File: src/rtl/iob_fp_pack_pkg.sv
// Shared definitions for the FP packer and neighbouring FP units.
//   fp_state_t : packer FSM state encoding
//   fp_man_w   : mantissa width (hidden bit + fraction) from word/exponent widths
//   fp_bias    : exponent bias for a given exponent width
// The canonical quiet-NaN and infinity encodings are built from these
// widths inside each unit, so they follow the instance parameters.
package iob_fp_pack_pkg;

    typedef enum logic [1:0] {
        ST_IDLE  = 2'd0,
        ST_NORM  = 2'd1,
        ST_ROUND = 2'd2,
        ST_DONE  = 2'd3
    } fp_state_t;

    function automatic int fp_man_w(input int data_w, input int exp_w);
        return data_w - exp_w;
    endfunction

    function automatic int fp_bias(input int exp_w);
        return (1 << (exp_w - 1)) - 1;
    endfunction

endpackage

File: src/rtl/iob_fp_round.sv
// Combinational round-to-nearest-even stage.
//   mant     : [MAN_W+2] hidden, [MAN_W+1:3] fraction, [2] G, [1] R, [0] S
//   exp_val  : signed biased exponent of the hidden position
//   mant_rnd : rounded hidden+fraction (MAN_W bits)
//   exp_rnd  : exponent after a possible carry, one bit wider so it cannot wrap
//   inexact  : any of G/R/S set
//   carry    : rounding carried out of the hidden bit
module iob_fp_round #(
    parameter int MAN_W = 24,
    parameter int EXP_W = 8
) (
    input  logic [MAN_W+2:0]        mant,
    input  logic signed [EXP_W+1:0] exp_val,
    output logic [MAN_W-1:0]        mant_rnd,
    output logic signed [EXP_W+2:0] exp_rnd,
    output logic                    inexact,
    output logic                    carry
);
    logic             lsb, g, r, s, inc;
    logic [MAN_W:0]   sum;
    logic [EXP_W+2:0] exp_ext;

    assign lsb = mant[3];
    assign g   = mant[2];
    assign r   = mant[1];
    assign s   = mant[0];

    // Ties (G set, R/S clear) only round up when the kept LSB is odd.
    assign inc     = g & (r | s | lsb);
    assign sum     = {1'b0, mant[MAN_W+2:3]} + {{MAN_W{1'b0}}, inc};
    assign carry   = sum[MAN_W];
    assign inexact = g | r | s;

    // A carry means the significand was all ones: result is exactly 1.0 * 2^(e+1).
    assign mant_rnd = carry ? {1'b1, {(MAN_W-1){1'b0}}} : sum[MAN_W-1:0];
    assign exp_ext  = {exp_val[EXP_W+1], exp_val};
    assign exp_rnd  = exp_ext + {{(EXP_W+2){1'b0}}, carry};

endmodule

File: src/rtl/iob_fp_pack.sv
// Sequential IEEE-754 packer: normalizes one bit per cycle, rounds to
// nearest-even and encodes NaN / infinity / zero / subnormal results.
//   clk_i, cke_i, arst_i : clock, clock enable, async active-high reset
//   start_i              : request, taken only while busy_o is low
//   sign_i, exp_i, mant_i: sign, signed biased exponent, mantissa with G/R/S
//   nan_i, inf_i         : force quiet NaN / infinity
//   busy_o               : operation in NORM or ROUND
//   done_o               : one-cycle pulse, data_o and flags valid
//   data_o, overflow_o, underflow_o, inexact_o : result, held until next start
module iob_fp_pack
    import iob_fp_pack_pkg::*;
#(
    parameter int DATA_W = 32,
    parameter int EXP_W  = 8
) (
    input  logic                    clk_i,
    input  logic                    cke_i,
    input  logic                    arst_i,
    input  logic                    start_i,
    input  logic                    sign_i,
    input  logic [EXP_W+1:0]        exp_i,
    input  logic [DATA_W-EXP_W+2:0] mant_i,
    input  logic                    nan_i,
    input  logic                    inf_i,
    output logic                    busy_o,
    output logic                    done_o,
    output logic [DATA_W-1:0]       data_o,
    output logic                    overflow_o,
    output logic                    underflow_o,
    output logic                    inexact_o
);
    localparam int MAN_W = fp_man_w(DATA_W, EXP_W);
    localparam int MW    = MAN_W + 3;

    localparam logic signed [EXP_W+1:0] EXP_ONE      = (EXP_W+2)'(1);
    localparam logic signed [EXP_W+1:0] EXP_COLLAPSE = (EXP_W+2)'(-(MAN_W + 2));
    localparam logic signed [EXP_W+2:0] EXP_OVF      = (EXP_W+3)'((1 << EXP_W) - 1);

    fp_state_t               state, state_nxt;
    logic                    sign_q;
    logic signed [EXP_W+1:0] exp_q, exp_nxt;
    logic [MW-1:0]           mant_q, mant_nxt;

    logic                    accept, special;
    logic [DATA_W-1:0]       special_word;
    logic                    do_collapse, do_right, do_left, norm_busy;

    logic [MAN_W-1:0]        rnd_mant;
    logic signed [EXP_W+2:0] rnd_exp;
    logic                    rnd_inexact, rnd_carry, hidden, ovf;
    logic [DATA_W-1:0]       pack_word;
    logic                    pack_ovf, pack_unf, pack_inx;

    // busy_o is low in IDLE and DONE, so a start coincident with done_o is taken.
    assign accept = start_i & ~busy_o;

    always_comb begin
        special = nan_i | inf_i | (mant_i == '0);
        if (nan_i)
            special_word = {1'b0, {EXP_W{1'b1}}, 1'b1, {(MAN_W-2){1'b0}}};
        else if (inf_i)
            special_word = {sign_i, {EXP_W{1'b1}}, {(MAN_W-1){1'b0}}};
        else
            special_word = {sign_i, {(DATA_W-1){1'b0}}};
    end

    // One normalization action per cycle. The collapse case can only hold on
    // the first NORM cycle: every other action moves the exponent toward 1.
    always_comb begin
        do_collapse = exp_q < EXP_COLLAPSE;
        do_right    = exp_q < EXP_ONE;
        do_left     = ~mant_q[MW-1] & (exp_q > EXP_ONE);
        norm_busy   = do_collapse | do_right | do_left;
        mant_nxt    = mant_q;
        exp_nxt     = exp_q;
        if (do_collapse) begin
            mant_nxt = {{(MW-1){1'b0}}, |mant_q};
            exp_nxt  = EXP_ONE;
        end else if (do_right) begin
            mant_nxt = {1'b0, mant_q[MW-1:2], mant_q[1] | mant_q[0]};
            exp_nxt  = exp_q + EXP_ONE;
        end else if (do_left) begin
            mant_nxt = {mant_q[MW-2:0], 1'b0};
            exp_nxt  = exp_q - EXP_ONE;
        end
    end

    always_comb begin
        state_nxt = state;
        case (state)
            ST_IDLE, ST_DONE: begin
                if (accept) state_nxt = special ? ST_DONE : ST_NORM;
                else        state_nxt = ST_IDLE;
            end
            ST_NORM:  if (!norm_busy) state_nxt = ST_ROUND;
            ST_ROUND: state_nxt = ST_DONE;
            default:  state_nxt = ST_IDLE;
        endcase
    end

    iob_fp_round #(
        .MAN_W (MAN_W),
        .EXP_W (EXP_W)
    ) u_round (
        .mant     (mant_q),
        .exp_val  (exp_q),
        .mant_rnd (rnd_mant),
        .exp_rnd  (rnd_exp),
        .inexact  (rnd_inexact),
        .carry    (rnd_carry)
    );

    // Hidden bit clear after rounding means subnormal (or zero): exponent
    // field 0. A subnormal that rounds into the hidden bit becomes the
    // minimum normal with exponent 1, which exp_q already holds.
    always_comb begin
        hidden   = rnd_carry | rnd_mant[MAN_W-1];
        ovf      = rnd_exp >= EXP_OVF;
        pack_ovf = 1'b0;
        pack_unf = 1'b0;
        pack_inx = rnd_inexact;
        if (ovf) begin
            pack_word = {sign_q, {EXP_W{1'b1}}, {(MAN_W-1){1'b0}}};
            pack_ovf  = 1'b1;
            pack_inx  = 1'b1;
        end else begin
            pack_word = {sign_q, hidden ? rnd_exp[EXP_W-1:0] : {EXP_W{1'b0}},
                         rnd_mant[MAN_W-2:0]};
            pack_unf  = ~hidden & rnd_inexact;
        end
    end

    always_ff @(posedge clk_i or posedge arst_i) begin
        if (arst_i) begin
            state       <= ST_IDLE;
            sign_q      <= 1'b0;
            exp_q       <= '0;
            mant_q      <= '0;
            busy_o      <= 1'b0;
            done_o      <= 1'b0;
            data_o      <= '0;
            overflow_o  <= 1'b0;
            underflow_o <= 1'b0;
            inexact_o   <= 1'b0;
        end else if (cke_i) begin
            state  <= state_nxt;
            busy_o <= (state_nxt == ST_NORM) || (state_nxt == ST_ROUND);
            done_o <= (state_nxt == ST_DONE);
            if (accept) begin
                sign_q      <= sign_i;
                exp_q       <= exp_i;
                mant_q      <= mant_i;
                overflow_o  <= 1'b0;
                underflow_o <= 1'b0;
                inexact_o   <= 1'b0;
                if (special) data_o <= special_word;
            end else if (state == ST_NORM) begin
                mant_q <= mant_nxt;
                exp_q  <= exp_nxt;
            end else if (state == ST_ROUND) begin
                data_o      <= pack_word;
                overflow_o  <= pack_ovf;
                underflow_o <= pack_unf;
                inexact_o   <= pack_inx;
            end
        end
    end

endmodule

File: config.mk
export PLATFORM = sky130hd
export DESIGN_NAME = iob_fp_pack
export DESIGN_NICKNAME = d
export VERILOG_FILES = /design/src/rtl/iob_fp_pack_pkg.sv /design/src/rtl/iob_fp_round.sv /design/src/rtl/iob_fp_pack.sv
export SDC_FILE = /design/constraint.sdc
export NUM_CORES = 1
export LEC_CHECK = 0
export CAP_MARGIN = 20
export CORE_MARGIN = 3
export CORE_UTILIZATION = 50
export CTS_CLUSTER_SIZE = 25
export DETAILED_ROUTE_END_ITERATION = 8
export DONT_BUFFER_PORTS = 1
export GPL_TIMING_DRIVEN = 1
export PLACE_DENSITY = 0.68
export SLEW_MARGIN = 20
export SYNTH_ARGS = -nofsm -noshare
export SYNTH_HDL_FRONTEND = slang
export SYNTH_SLANG_ARGS = --single-unit
File: constraint.sdc
create_clock -name clk_i -period 3.7 [get_ports clk_i]
set_input_delay 0.37 -clock clk_i [delete_from_list [all_inputs] [get_ports clk_i]]
set_output_delay 0.37 -clock clk_i [all_outputs]
set_load 0.01 [all_outputs]
; Word level (Yosys, flattened, before mapping)
; Cells that the tools add are included.
[totals]
register_bits = 77
latch_bits = 0
ramBits = 0
romBits = 0
input_bits = 44
out_inout_bits = 37
wordCells = 89
n_memories = 0
[classes]
addsub = 4
n_mul = 0
n_div = 0
order_cmp = 4
n_eq_ne = 8
shift = 0
mux = 35
bitwise = 16
reduce_logical = 12
[ops]
columns = operator, count
row1 = $mux W32, 5
row2 = $mux W27, 5
row3 = $mux W31, 2
row4 = $mux W10, 5
row5 = $logic_not A27 Y1, 1
row6 = $reduce_or A27 Y1, 1
row7 = $add A24 B1 Y25, 1
row8 = $mux W24, 1
row9 = $mux W1, 12
row10 = $add A10 B2 Y11, 1
row11 = $ge A11 B9 Y1 const B, 1
row12 = $add A10 B2 Y10 const B, 1
row13 = $gt A10 B2 Y1 const B, 1
row14 = $lt A10 B2 Y1 const B, 1
row15 = $lt A10 B6 Y1 const B, 1
row16 = $sub A10 B2 Y10 const B, 1
row17 = $or A1 B1 Y1, 9
row18 = $eq A2 B2 Y1 const B, 4
row19 = $mux W8, 1
row20 = $mux W2, 3
row21 = $pmux W2 S3, 1
row22 = $reduce_and A3 Y1, 2
row23 = $and A1 B1 Y1, 4
row24 = $eq A2 B1 Y1 const B, 2
row25 = 10 further kinds, 13

; Depth between registers and ports, before layout
; Gate-level depths: netlist of run 1.
[depth]
ltp_word = 12
ltp_mapped = 16
depth_no_buf = 13

; By module
; Synthesis of run 1 repeated with hierarchy kept, for this count alone.
[hier_totals]
cells_unflattened = 587
area_unflattened_um2 = 5127.4
[by_module_without_submodules]
columns = mod, n_inst, cells_per_inst, area_per_inst_um2, seq_area_each_um2
row1 = iob_fp_pack, 1, 475, 4385.5, 1926.8
row2 = iob_fp_round, 1, 112, 742.0, 0.0

; Least setup slack after synthesis of run 1
; OpenSTA, ideal clock, no wires.
[synth_path]
path_type = register -> register
start = register mant_q[2]
end = register data_o[20]
setup_time_ns = 0.096
arrival_ns = 3.447
required_time_ns = 3.604
slack_ns = 0.157
stages_incl_launch_ff = 17
n_path_buf = 3
period_less_slack_ns = 3.543
path_cell_list = dfrtp_1 -> clkbuf_1 -> and2_1 -> ha_1 -> nand3_1 -> or2_2 -> clkbuf_1 -> nor4_1 -> ha_1 -> ha_1 -> nand4_1 -> nor2_1 -> o2111ai_1 -> a22o_1 -> a211o_1 -> buf_2 -> o31ai_1
[synth_between]
elab_chain_cells = 8
elab_cells_between_ends = 9
classes_between = add/sub (2) / order compare (1) / mux (5) / bitwise (1)
[synth_lines]
columns = element, line_no
row1 = "start, declared", iob_fp_pack.sv:42  ; logic [MW-1:0] mant_q, mant_nxt;
row2 = "start signal, assigned", iob_fp_pack.sv:152  ; mant_q <= mant_i;
row3 = "start signal, assigned", iob_fp_pack.sv:158  ; mant_q <= mant_nxt;
row4 = $and A1 B1 Y1 (*), iob_fp_round.sv:29  ; assign inc = g & (r | s | lsb);
row5 = $add A24 B1 Y25 (*), iob_fp_round.sv:30  ; assign sum = {1'b0, mant[MAN_W+2:3]} + {{MAN_W{1'b0}}, inc};
row6 = $add A10 B2 Y11, iob_fp_round.sv:37  ; assign exp_rnd = exp_ext + {{(EXP_W+2){1'b0}}, carry};
row7 = $ge A11 B9 Y1, iob_fp_pack.sv:118  ; ovf = rnd_exp >= EXP_OVF;
row8 = $mux W31 (*), iob_fp_pack.sv:122  ; if (ovf) begin
row9 = $mux W32 (*), iob_fp_pack.sv:160  ; end else if (state == ST_ROUND) begin
row10 = $mux W32 (*), iob_fp_pack.sv:157  ; end else if (state == ST_NORM) begin
row11 = $mux W32 (*), iob_fp_pack.sv:149  ; if (accept) begin
row12 = "end signal, assigned", iob_fp_pack.sv:156  ; if (special) data_o <= special_word;
row13 = "end signal, assigned", iob_fp_pack.sv:161  ; data_o <= pack_word;
row14 = "end, declared", iob_fp_pack.sv:27  ; output logic [DATA_W-1:0] data_o,
; Every way passes the cells marked *; elsewhere a longest branch is shown, timed or not. The select of a mux whose other input is x is not followed.
; A chain may end at the register's enable or synchronous reset.

; Final worst setup path of run 1
[layout_path]
start = register mant_q[2]
end = register data_o[3]
; Same word-level chain as after synthesis.

==> results.sh, run 1 <==
export IMPL_fin_nets=656
export IMPL_grt_pass1_vias=4469
export IMPL_critPathKind="reg -> reg"
export IMPL_ctsHoldBuffers=0
export IMPL_wl_met3_um=1510
export IMPL_post_route_cell_area_mm2=0.00542
export IMPL_skew_ns=0.0130
export IMPL_num_rows=35
export IMPL_drive_above_1_share=0.109
export IMPL_rsz0062_at_grt="false"
export IMPL_start_util=0.525
export IMPL_end_kind="register"
export IMPL_synth_edf_count=0
export IMPL_slew_headroom=0.376
export IMPL_final_antenna_net_count=0
export IMPL_postSynthAreaPerCell_um2=8.01
export IMPL_maxCapViolCount=0
export IMPL_fmax_mhz=290
export IMPL_antenna_cells=0
export IMPL_via_per_inst=6.34
export IMPL_start_kind="register"
export IMPL_dominantRegCellSynth="dfrtp_1"
export IMPL_grt_use_total=0.255
export IMPL_syn_inst=620
export IMPL_seq_area_frac_synth=0.388
export IMPL_dp_cells=718
export IMPL_wl_met2_um=6400
export IMPL_yosysUniqueCellTypes=60
export IMPL_dp_hpwl_um=9930
export IMPL_switchingPower_uw=2020
export IMPL_cts_tree="done"
export IMPL_grt_max_degree=68
export IMPL_pwr_share_comb=0.437
export IMPL_syn_cell_area_mm2=0.00497
export IMPL_vias=4661
export IMPL_hold_path_class="in -> async"
export IMPL_whs_ns=0.0479
export IMPL_internal_power_uw=2400
export IMPL_top_layer_used="met4"
export IMPL_die_area_mm2=0.0112
export IMPL_finalSetupViolations=0
export IMPL_yosysWarnings=0
export IMPL_drt_pass1_iterations=6
export IMPL_dr_first_iter_drc_count=436
export IMPL_dpl_cell_area_mm2=0.00511
export IMPL_syn_to_final_growth_pct=9.22
export IMPL_wl_per_cell_um=19.4
export IMPL_place_gp_congestion=0.957
export IMPL_cpMaxStageDelayCell="dfrtp_1"
export IMPL_period_minus_slack_ns=3.45
export IMPL_power_frac_clock=0.192
export IMPL_status="complete, no violations"
export IMPL_power_density_mw_per_mm2=816
export IMPL_antenna_found_initial=0
export IMPL_nFillCells=919
export IMPL_drt_met1_wl_um=5980
export IMPL_critical_path_max_stage_delay_ns=0.35
export IMPL_path_common_cell="ha_2"
export IMPL_wl_um=14300
export IMPL_ctsLongestPathBuffers=2
export IMPL_syn_nets=674
export IMPL_yosysMostFrequentCell="nand2_1"
export IMPL_path_cells="and2_1 -> ha_2 -> nand3_1 -> or2_2 -> nor4_4 -> ha_2 -> ha_1 -> nand4_1 -> nor2_1 -> o2111ai_1 -> a22o_1 -> a211o_1 -> buf_4 -> o31ai_1"
export IMPL_finalCritPeriodShare=0.932
export IMPL_cts_sinks=77
export IMPL_globalRoute_totalOverflow=0
export IMPL_yosysTopAreaCell="dfrtp_1"
export IMPL_die_y_um=106
export IMPL_synth_top_cell_area_share=0.388
export IMPL_required_ns=3.95
export IMPL_arrival_ns=3.70
export IMPL_p_leak_uw=0.00212
export IMPL_drc=0
export IMPL_finalSetupTns_ns=0
export IMPL_ys_ff_latch=77
export IMPL_swShare=0.457
export IMPL_grt_pass1_wl_um=23200
export IMPL_slew_violations=0
export IMPL_hold_viol=0
export IMPL_die_x_um=106
export IMPL_clk_pin_slew_ns=0.08
export IMPL_worstMarginPinSlew_ns=0.936
export IMPL_ir_drop_mv=0.424
export IMPL_cts_root_buf="clkbuf_8"
export IMPL_yosys_top_cells_area="dfrtp_1 39%, nand2_1 8.9%, a21oi_1 6.4%, o21ai_0 5.3%, o31ai_1 3.0%"
export IMPL_final_cells=735
export IMPL_htreeDepth=3
export IMPL_path_max_fanout=22
export IMPL_clk_latency_ns=0.35
export IMPL_synth_common_cells="118 x nand2_1, 77 x dfrtp_1, 64 x a21oi_1"
export IMPL_ios=81
export IMPL_p_seq_frac=0.371
export IMPL_numCtsBuffers=9
export IMPL_numPortBuffers=0
export IMPL_async_flop_share=1.00
export IMPL_core_mm2=0.00946
## cells in the final DEF (no fill, tap or decap), drive strengths merged, types with 3 or more instances in the layout
master / count
o22ai: 3
xor2: 13
mux2i: 5
bufinv: 4
and3: 4
and2: 5
mux2: 4
clkbuf: 11
a211oi: 3
and4: 6
a41oi: 4
o22a: 8
or3: 3
ha: 10
a22o: 4
inv: 10
nor4: 14
dfrtp: 77
xnor2: 14
nor2: 34
nor2b: 3
o21ai: 53
a22oi: 3
o31ai: 20
nand4: 14
nor3: 9
a221oi: 3
or4: 4
a21oi: 64
nand3: 22
nand2: 119
buf: 29
## area by class of cell
type,instances,area (µm²),share of cell area
multi-input combinational,474,2810,0.519
sequential,77,1930,0.355
timing repair buffer,29,218,0.0401
tap,129,161,0.0298
clock buffer,11,141,0.0261
clock inverter,4,120,0.0221
inverter,11,42.5,0.00784
## power by group through the flow
| stage | Sequential, µW | Clock, µW | Combinational (µW) |
|---|---|---|---|
| 6_report | 1640 | 850 | 1930 |
| 5_1_grt | 1690 | 888 | 2150 |
| 4_1_cts | 1630 | 863 | 1890 |
| 3_5_place_dp | 1650 | 0 | 1880 |
| 3_3_place_gp | 1630 | 0 | 1840 |
| 2_1_floorplan | 1430 | 0 | 1560 |
## metrics by stage
step	power [µW]	utilization	setup slack (ns)
after floorplan	2990	-	0.157
after global placement	3470	0.540	0.187
after detailed placement	3520	0.540	0.0159
after CTS	4390	0.569	0.0558
after global routing	4730	0.573	0.0275
final	4430	0.573	0.251
## metal layers
layer,GRT usage,vias to the layer above
met5,0,-
met4,0.0962,0
met3,0.0643,34
met2,0.380,257
met1,0.356,2185
li1,-,2185
## flip-flops by register name (all words and copies together) (netlist names)
register and flops:
busy_o 1, overflow_o 1, exp_q 10, sign_q 1
done_o 1, data_o 32, state 2, inexact_o 1
mant_q 27, underflow_o 1
## final timing paths
kind	start	to	slack (ns)	depth (start not counted)
max reg2reg	mant_q[2]$_DFFE_PP0P_	data_o[3]$_DFFE_PP0P_	0.25	14
max in group asynchronous	arst_i	mant_q[8]$_DFFE_PP0P_	2.75	2
max	mant_q[2]$_DFFE_PP0P_	data_o[3]$_DFFE_PP0P_	0.25	14
min in group clk_i	cke_i	state[0]$_DFFE_PP0P_	0.16	1
min reg2reg	sign_q$_DFFE_PP0P_	sign_q$_DFFE_PP0P_	0.53	1
min	arst_i	mant_q[17]$_DFFE_PP0P_	0.05	1
## logic make-up (layout without fill, tap and decap cells)
logic type      Yosys count  after routing  share of synthesized area
compound gates          188            188                      0.235
xor+xnor                 27             27                     0.0476
fa+ha+maj                10             10                     0.0252
buf+inv                  69             55                     0.0577
flops                    77             77                      0.388
mux                       9              9                     0.0191
simple gates            240            240                      0.228
## critical path: cells and delay by family, from the launching register on
| kind | cells | cell delay, ns |
|---|---|---|
| compound gates | 4 | 1.01 |
| buf+inv | 1 | 0.21 |
| flops | 1 | 0.35 |
| fa+ha+maj | 3 | 0.72 |
| simple gates | 6 | 1.06 |
## what timing repair did
item	in CTS	in global routing
pin swaps	0	3
resized for setup	1	6
setup buffers	0	2
endpoints found under the setup margin	19	22
(Power assumes the default switching activity.)
==> inputs of run 2 (changes only) <==
--- a/config.mk
+++ b/config.mk
@@ -7,12 +7,12 @@
 export LEC_CHECK = 0
 export CAP_MARGIN = 20
 export CORE_MARGIN = 3
-export CORE_UTILIZATION = 50
+export CORE_UTILIZATION = 58
 export CTS_CLUSTER_SIZE = 25
 export DETAILED_ROUTE_END_ITERATION = 8
 export DONT_BUFFER_PORTS = 1
 export GPL_TIMING_DRIVEN = 1
-export PLACE_DENSITY = 0.68
+export PLACE_DENSITY = 0.76
 export SLEW_MARGIN = 20
 export SYNTH_ARGS = -nofsm -noshare
 export SYNTH_HDL_FRONTEND = slang
==> run 2 against run 1 <==
Compared with the run above:
- register-to-register slack about the same
- clock skew up 0.0011 ns
- combinational power about the same
- hold slack better by 0.097 ns
- wire length down 2.6%
- largest power group unchanged
- critical path type unchanged
- sequential share of layout area up 0.31 points
- power down 2.5%
- first-iteration DRC count down 1.6%
- sequential power about the same
==> results.sh, run 2 (synthesis results as in run 1) <==
export IMPL_wl_um=13900
export IMPL_grt_pass1_vias=4450
export IMPL_dr_first_iter_drc_count=429
export IMPL_fin_nets=657
export IMPL_mostFrequentLayoutCells="118 x nand2_1, 77 x dfrtp_1, 64 x a21oi_1"
export IMPL_die_area_mm2=0.00971
export IMPL_drive_above_1_share=0.107
export IMPL_skew_ns=0.0141
export IMPL_start_util=0.601
export IMPL_finalCritPeriodShare=0.932
export IMPL_top_register="data_o"
export IMPL_arrival_ns=3.71
export IMPL_power_density_mw_per_mm2=803
export IMPL_r2r_end="data_o[18]$_DFFE_PP0P_"
export IMPL_required_ns=3.96
export IMPL_largest_reg_flops=32
export IMPL_hold_path_class="in -> reg"
export IMPL_end_kind="register"
export IMPL_p_leak_uw=0.00210
export IMPL_dp_hpwl_um=9730
export IMPL_grt_max_degree=78
export IMPL_critical_path_max_stage_delay_ns=0.45
export IMPL_period_minus_slack_ns=3.45
export IMPL_dp_cells=697
export IMPL_final_antenna_net_count=0
export IMPL_wl_per_cell_um=19.5
export IMPL_maxCapViolCount=0
export IMPL_timing_rr_start="mant_q[4]$_DFFE_PP0P_"
export IMPL_num_rows=33
export IMPL_drc=0
export IMPL_antenna_found_initial=0
export IMPL_cts_tree="done"
export IMPL_finalSetupViolations=0
export IMPL_numPortBuffers=0
export IMPL_finalSetupTns_ns=0
export IMPL_start_kind="register"
export IMPL_clk_latency_ns=0.36
export IMPL_place_gp_congestion=0.956
export IMPL_syn_to_final_growth_pct=8.29
export IMPL_htreeDepth=3
export IMPL_holdPathEnd="state[0]$_DFFE_PP0P_"
export IMPL_path_max_fanout=22
export IMPL_worst_r2r_setup_slack_ns=0.25
export IMPL_path_cells="ha_1 -> nand3_1 -> or2_2 -> nor4_4 -> ha_4 -> ha_1 -> nand4_1 -> nor2_1 -> o2111ai_1 -> a22o_1 -> a211o_4 -> o31ai_1"
export IMPL_cts_root_buf="clkbuf_8"
export IMPL_fmax_mhz=290
export IMPL_vias=4686
export IMPL_mostFrequentLayoutCell="nand2_1"
export IMPL_ios=81
export IMPL_path_common_cell="ha_1"
export IMPL_via_per_inst=6.57
export IMPL_holdPathStages=1
export IMPL_grt_pass1_wl_um=22700
export IMPL_die_y_um=98.5
export IMPL_status="complete, no violations"
export IMPL_min_from="cke_i"
export IMPL_clk_pin_slew_ns=0.08
export IMPL_antenna_cells=0
export IMPL_slew_headroom=0.345
export IMPL_ctsHoldBuffers=0
export IMPL_post_cts_buffers=0
export IMPL_ctsLongestPathBuffers=2
export IMPL_r2r_cells=12
export IMPL_cts_repair_resized=1
export IMPL_slew_violations=0
export IMPL_worstMarginPinSlew_ns=0.982
export IMPL_numCtsBuffers=9
export IMPL_reg_largest_list="data_o (32), mant_q (27), exp_q (10)"
export IMPL_rsz0062_at_grt="false"
export IMPL_critPathKind="reg -> reg"
export IMPL_globalRoute_totalOverflow=0
export IMPL_core_mm2=0.00826
export IMPL_grt_use_total=0.286
export IMPL_die_x_um=98.5
export IMPL_cpMaxStageDelayCell="a211o_4"
export IMPL_final_cells=713
export IMPL_cts_sinks=77
export IMPL_drt_pass1_iterations=7
export IMPL_hold_viol=0
export IMPL_ir_drop_mv=0.436
==> run 2: metal layers <==
metal / share of wire / track usage / up-vias
met5: 0 / 0 / -
met4: 0.027 / 0.112 / 0
met3: 0.095 / 0.0609 / 31
met2: 0.46 / 0.431 / 233
met1: 0.42 / 0.405 / 2244
li1: - / - / 2178
==> run 2: cell type report <==
type,instances,area (µm²)
fill,710,2880
multi-input combinational,474,2820
sequential,77,1930
timing repair buffer,30,238
clock buffer,11,141
tap,105,131
clock inverter,5,83.8
inverter,11,41.3
==> run 2: critical path, delay by kind of cell (launching register included) <==
family	cells	cell delay, ns
flops	1	0.44
compound gates	4	1.23
simple gates	5	1.01
fa+ha+maj	3	0.66
==> run 2: worst max-delay path by stage <==
stage | cells after the start | endpoint | slack (ns) | start
after floorplan | 16 | data_o[20]$_DFFE_PP0P_ | 0.16 | mant_q[2]$_DFFE_PP0P_
after global placement | 13 | data_o[7]$_DFFE_PP0P_ | 0.05 | mant_q[3]$_DFFE_PP0P_
after detailed placement | 13 | data_o[11]$_DFFE_PP0P_ | -0.11 | mant_q[3]$_DFFE_PP0P_
after CTS | 13 | data_o[18]$_DFFE_PP0P_ | 0.06 | mant_q[2]$_DFFE_PP0P_
after global routing | 13 | data_o[13]$_DFFE_PP0P_ | 0.04 | mant_q[3]$_DFFE_PP0P_
final | 12 | data_o[18]$_DFFE_PP0P_ | 0.25 | mant_q[4]$_DFFE_PP0P_
==> run 2: power breakdown <==
| group | total (µW) | switching [µW] | internal (µW) |
|---|---|---|---|
| clock network | 735 | 335 | 400 |
| registers | 1620 | 472 | 1150 |
| logic | 1960 | 1220 | 739 |
| total | 4320 | 2020 | 2290 |
==> run 2: stage by stage <==
| stage | utilization | hold WS [ns] | total power, µW | cell area (µm²) | worst slack, ns |
|---|---|---|---|---|---|
| floorplan | - | 0.480 | 2990 | 4970 | 0.157 |
| global placement | 0.620 | 0.488 | 3450 | 5120 | 0.0500 |
| detailed placement | 0.620 | 0.509 | 3530 | 5120 | -0.115 |
| CTS | 0.647 | 0.139 | 4270 | 5340 | 0.0578 |
| global route | 0.651 | 0.150 | 4620 | 5380 | 0.0431 |
| finish | 0.651 | 0.145 | 4320 | 5380 | 0.253 |
